[src/rtl/adc_sampler.sv]
// Serial ADC capture front end: paces 16-SCLK conversions on a fixed sample
// tick and delivers unsigned 8-bit samples with frame-start markers.
module adc_sampler #(
  parameter int CLK_DIV    = 3,
  parameter int SAMPLE_DIV = 750,
  parameter int FRAME_LEN  = 64
) (
  input  logic       clk,
  input  logic       rst_n,
  input  logic       enable,
  output logic       adc_cs,
  output logic       adc_clk,
  input  logic       adc_dat,
  output logic [7:0] sample_data,
  output logic       sample_valid,
  output logic       frame_start,
  output logic       busy,
  output logic       overrun
);

  localparam int TW = (SAMPLE_DIV > 1) ? $clog2(SAMPLE_DIV) : 1;
  localparam int DW = (CLK_DIV > 1) ? $clog2(CLK_DIV) : 1;
  localparam int IW = $clog2(FRAME_LEN);
  localparam logic [TW-1:0] TMR_LAST = TW'(SAMPLE_DIV - 1);
  localparam logic [DW-1:0] DIV_LAST = DW'(CLK_DIV - 1);
  localparam logic [IW-1:0] IDX_LAST = IW'(FRAME_LEN - 1);

  typedef enum logic [1:0] {IDLE, SCLK_LO, SCLK_HI, DONE} state_t;

  state_t        state_q, state_d;
  logic [TW-1:0] tmr_q, tmr_d;
  logic [DW-1:0] div_q, div_d;
  logic [4:0]    bit_q, bit_d;
  logic [IW-1:0] idx_q, idx_d;
  logic [7:0]    shift_q, shift_d;
  logic [7:0]    data_q, data_d;
  logic          cs_q, cs_d;
  logic          sclk_q, sclk_d;
  logic          busy_q, busy_d;
  logic          valid_q, valid_d;
  logic          fs_q, fs_d;
  logic          ovr_q, ovr_d;
  logic          tick;
  logic          half_done;

  assign tick      = (tmr_q == '0);
  assign half_done = (div_q == DIV_LAST);

  // State register plus all registered outputs
  always_ff @(posedge clk or negedge rst_n) begin
    if (!rst_n) begin
      state_q <= IDLE;
      tmr_q   <= '0;
      div_q   <= '0;
      bit_q   <= '0;
      idx_q   <= '0;
      data_q  <= 8'd128;
      cs_q    <= 1'b1;
      sclk_q  <= 1'b1;
      busy_q  <= 1'b0;
      valid_q <= 1'b0;
      fs_q    <= 1'b0;
      ovr_q   <= 1'b0;
    end else begin
      state_q <= state_d;
      tmr_q   <= tmr_d;
      div_q   <= div_d;
      bit_q   <= bit_d;
      idx_q   <= idx_d;
      data_q  <= data_d;
      cs_q    <= cs_d;
      sclk_q  <= sclk_d;
      busy_q  <= busy_d;
      valid_q <= valid_d;
      fs_q    <= fs_d;
      ovr_q   <= ovr_d;
    end
  end

  // The shift register needs no reset: it is fully rewritten before each use
  always_ff @(posedge clk) begin
    shift_q <= shift_d;
  end

  always_comb begin
    state_d = state_q;
    case (state_q)
      IDLE:    if (tick && enable) state_d = SCLK_LO;
      SCLK_LO: if (half_done) state_d = SCLK_HI;
      SCLK_HI: if (half_done) state_d = (bit_q == 5'd16) ? DONE : SCLK_LO;
      DONE:    state_d = IDLE;
      default: state_d = IDLE;
    endcase
  end

  // Counters and datapath; bit_q holds k for the whole SCLK high phase
  always_comb begin
    tmr_d   = (tmr_q == TMR_LAST) ? '0 : tmr_q + 1'b1;
    div_d   = (state_q == IDLE || state_q == DONE || half_done) ? '0 : div_q + 1'b1;
    bit_d   = bit_q;
    shift_d = shift_q;
    idx_d   = idx_q;
    ovr_d   = ovr_q | (tick && state_q != IDLE);
    if (state_q == IDLE)
      bit_d = '0;
    else if (state_q == SCLK_LO && half_done)
      bit_d = bit_q + 5'd1;
    if (state_q == SCLK_HI && div_q == '0 && bit_q >= 5'd4 && bit_q <= 5'd11)
      shift_d = {shift_q[6:0], adc_dat};
    if (state_q == DONE)
      idx_d = (idx_q == IDX_LAST) ? '0 : idx_q + 1'b1;
    else if (state_q == IDLE && !enable)
      idx_d = '0;
  end

  // Output decode, looking one state ahead so the pins come straight from flops
  always_comb begin
    cs_d    = (state_d == IDLE);
    busy_d  = (state_d != IDLE);
    sclk_d  = (state_d != SCLK_LO);
    valid_d = (state_q == DONE);
    fs_d    = (state_q == DONE) && (idx_q == '0);
    data_d  = (state_q == DONE) ? shift_q : data_q;
  end

  assign adc_cs       = cs_q;
  assign adc_clk      = sclk_q;
  assign sample_data  = data_q;
  assign sample_valid = valid_q;
  assign frame_start  = fs_q;
  assign busy         = busy_q;
  assign overrun      = ovr_q;

endmodule
[config.mk]
export PLATFORM = sky130hd
export DESIGN_NAME = adc_sampler
export DESIGN_NICKNAME = d
export VERILOG_FILES = /design/src/rtl/adc_sampler.sv
export SDC_FILE = /design/constraint.sdc
export NUM_CORES = 1
export LEC_CHECK = 0
export ABC_AREA = 1
export CORE_ASPECT_RATIO = 1.75
export CORE_MARGIN = 8
export CORE_UTILIZATION = 61
export DETAILED_ROUTE_END_ITERATION = 8
export PLACE_DENSITY = 0.91
export SYNTH_ARGS = -nofsm -noshare
export SYNTH_HDL_FRONTEND = slang
export SYNTH_SLANG_ARGS = --single-unit
[constraint.sdc]
create_clock -name clk -period 4.85 [get_ports clk]
set_clock_uncertainty 0.05 [all_clocks]
set_input_delay 0.97 -clock clk [delete_from_list [all_inputs] [get_ports clk]]
set_output_delay 0.97 -clock clk [all_outputs]
set_load 0.1 [all_outputs]
==> metrics <==
RR Endpoint=shift_q[3]$_DFFE_PP_; Worst Path Arrival=1950 ps; CTS tree=built; number of fill cells=259; Synth warnings=0; CTS max path bufs=2; routability cong.=0.828; leak pwr=0.00117 uW; hold buffers post-CTS=0; layout cells sized above 1=0.0996; vias in the first global route=1,687; # DRC=0; Clk pin slew, worst setup/hold paths=90 ps; fin crit period=2970 ps; Hold EP=div_q[0]$_DFF_PN0_; chip height=95.9 um; TNS Setup=0 ps; GRT Resource Usage Total=0.162; critical hold path startpoint=div_q[0]$_DFF_PN0_; slowest CP cell=clkdlybuf4s50_1; asr flop ratio synth=0.830; worst vdd ir=0.227 mV; crit path capture type=primary output; Vias=1,610; die area=5910 um2; Hold WC Path Type=flip-flop to flip-flop; Synth Cell Area=2220 um2; initial antenna violation count=0; Worst path max stage delay=1120 ps; CTS Sinks=47; fin. max-slew vios=0; Worst Max-Slew Pin Slew=1270 ps; ys flop type=dfrtp_1; reg-to-reg slack, setup=2570 ps; Required @ worst endpoint=3830 ps; PortBufs=17; row count=29; Post-synth EDFFs=8; area grow syn2layout=14.4%; first-pass GRT wire length=7200 um; Initial Util=0.625; Final Setup Violations=0; Root Buffer=clkbuf_8; die extent in x=61.6 um; Yosys top cell area share=0.405; vias per cell=5.24; global route overflow=0; status=completed; r2r startpoint=state_q[0]$_DFF_PN0_; largest net degree at the start of global routing=40; Hold Path Stages=1; Num CTS Buffers=5; post-synthesis cell type count=34; CP Class=flip-flop to primary output; post-layout util=0.715; WP buf/inv=1; CP Launch Type=flip-flop; WL per Instance=13.5 um; Post-Syn Instances=239; Placed Area=2430 um2; Ports=18; n_diodes=0; DP HPWL=3190 um; worst rel slew slack=0.149; CP max FO=2; Fmax achieved=0.336 GHz; endpoints failing hold=0; Syn Nets=256; Avg Cell Area, Syn=9.30 um2; 1st-pass router iterations=4; core area=3560 um2; Cell Chain, Critical Path=clkdlybuf4s50_1; clk_lat worst skew=300 ps; synth top area cells=dfrtp_1 (41%), edfxtp_1 (11%), nand2_1 (10%); post-CTS sizing=0; Layout Nets=277; worst setup margin=1880 ps; RSZ-0062 raised after global routing=false; fin area=2540 um2; critical path's top delay family=buffers and inverters; Post-CTS Setup Bufs=0; post-route ant nets=0; post-place setup slack=2190 ps; crit share post-route=0.613; routed wire length=4150 um; R2R cell count=4; Max-Cap Viols=0; Seq cells post-synth=47; initial DRC count=64; sequential area share after synthesis=0.549; H-tree Lvls=2; Synth area leader=dfrtp_1; pwr/cell area=271 nW/um2
-- where the power goes --
| group | internal (uW) | switching [uW] | total, uW |
|---|---|---|---|
| registers | 400 | 0.0000000000000957 | 400 |
| clock network | 153 | 126 | 279 |
| logic | 2.07 | 7.33 | 9.40 |
-- Yosys cell counts, types with 2 or more instances --
library cell	instances
nor2_1	22
inv_1	34
nand2_1	59
ha_1	13
o21ai_0	6
a21oi_1	8
nand3_1	9
dfrtp_1	36
a211oi_1	2
edfxtp_1	8
xnor2_1	2
nor2_2	2
xor2_1	4
dfstp_2	3
nor3_1	6
nand2_2	2
o22ai_1	2
inv_2	2
nor3_2	4
-- layout make-up --
class                   count  area, um2  area share
repair buffers             17        165      0.0650
clock buffers               5       68.8      0.0271
multi-input cells         153        852       0.335
clock inverters             3       43.8      0.0172
well taps                  46       57.6      0.0226
inverters                  36        135      0.0531
flip-flops and latches     47       1220       0.480
-- how the worst max path moves through the flow --
stage | from | to | slack [ps] | cells after the start
after floorplan | overrun$_DFF_PN0_ | overrun | 2930 | 0
after global placement | sample_data[7]$_DFFE_PN1P_ | sample_data[7] | 2200 | 1
after detailed placement | sample_data[7]$_DFFE_PN1P_ | sample_data[7] | 2190 | 1
after CTS | sample_data[7]$_DFFE_PN1P_ | sample_data[7] | 1860 | 1
after global routing | sample_data[7]$_DFFE_PN1P_ | sample_data[7] | 1830 | 1
final | sample_data[7]$_DFFE_PN1P_ | sample_data[7] | 1880 | 1
-- cells in the final DEF (no fill, tap or decap), types with 6 or more instances in the layout --
cell type / synthesis / layout
nand2_1: 59 / 59
nor2_1: 22 / 22
o21ai_0: 6 / 6
nand3_1: 9 / 9
dfrtp_1: 36 / 36
edfxtp_1: 8 / 8
ha_1: 13 / 13
a21oi_1: 8 / 8
nor3_1: 6 / 6
clkdlybuf4s50_1: 0 / 16
inv_1: 34 / 34
-- cell families (layout without fill, tap and decap cells) --
family,after synthesis,after routing,share of synthesized area
flops,47,47,0.549
fa+ha+maj,13,13,0.0732
compound gates,26,26,0.0709
xor+xnor,6,6,0.0236
buf+inv,39,61,0.0681
simple gates,108,108,0.216
-- registers in the layout, indices dropped and copies added, names as in the netlist --
signal / count
adc_cs: 1
sample_valid: 1
sample_data: 8
overrun: 1
busy: 1
frame_start: 1
shift_q: 8
state_q: 2
tmr_q: 10
idx_q: 6
bit_q: 5
div_q: 2
adc_clk: 1
-- per-stage QoR --
| step | hold WS (ps) | power [uW] | cells |
|---|---|---|---|
| after global placement | 362 | 418 | 299 |
| after floorplan | 352 | 409 | 239 |
| after global routing | 419 | 711 | 307 |
| final | 394 | 688 | 307 |
| after detailed placement | 382 | 418 | 299 |
| after CTS | 402 | 699 | 307 |
-- routing by layer --
metal | share of wire | vias to the layer above | global-route usage
met5 | 0 | - | 0
met4 | 0.019 | 0 | 0.0746
met3 | 0.039 | 7 | 0.0335
met2 | 0.57 | 25 | 0.299
met1 | 0.37 | 780 | 0.161
li1 | - | 798 | -
-- worst reg2reg max path: stages (launching register included) --
cell	delay [ps]
dfrtp_1	430
inv_1	120
ha_1	210
nand3_1	100
a211oi_1	990
Note: power is estimated with default switching activity, not from simulation.
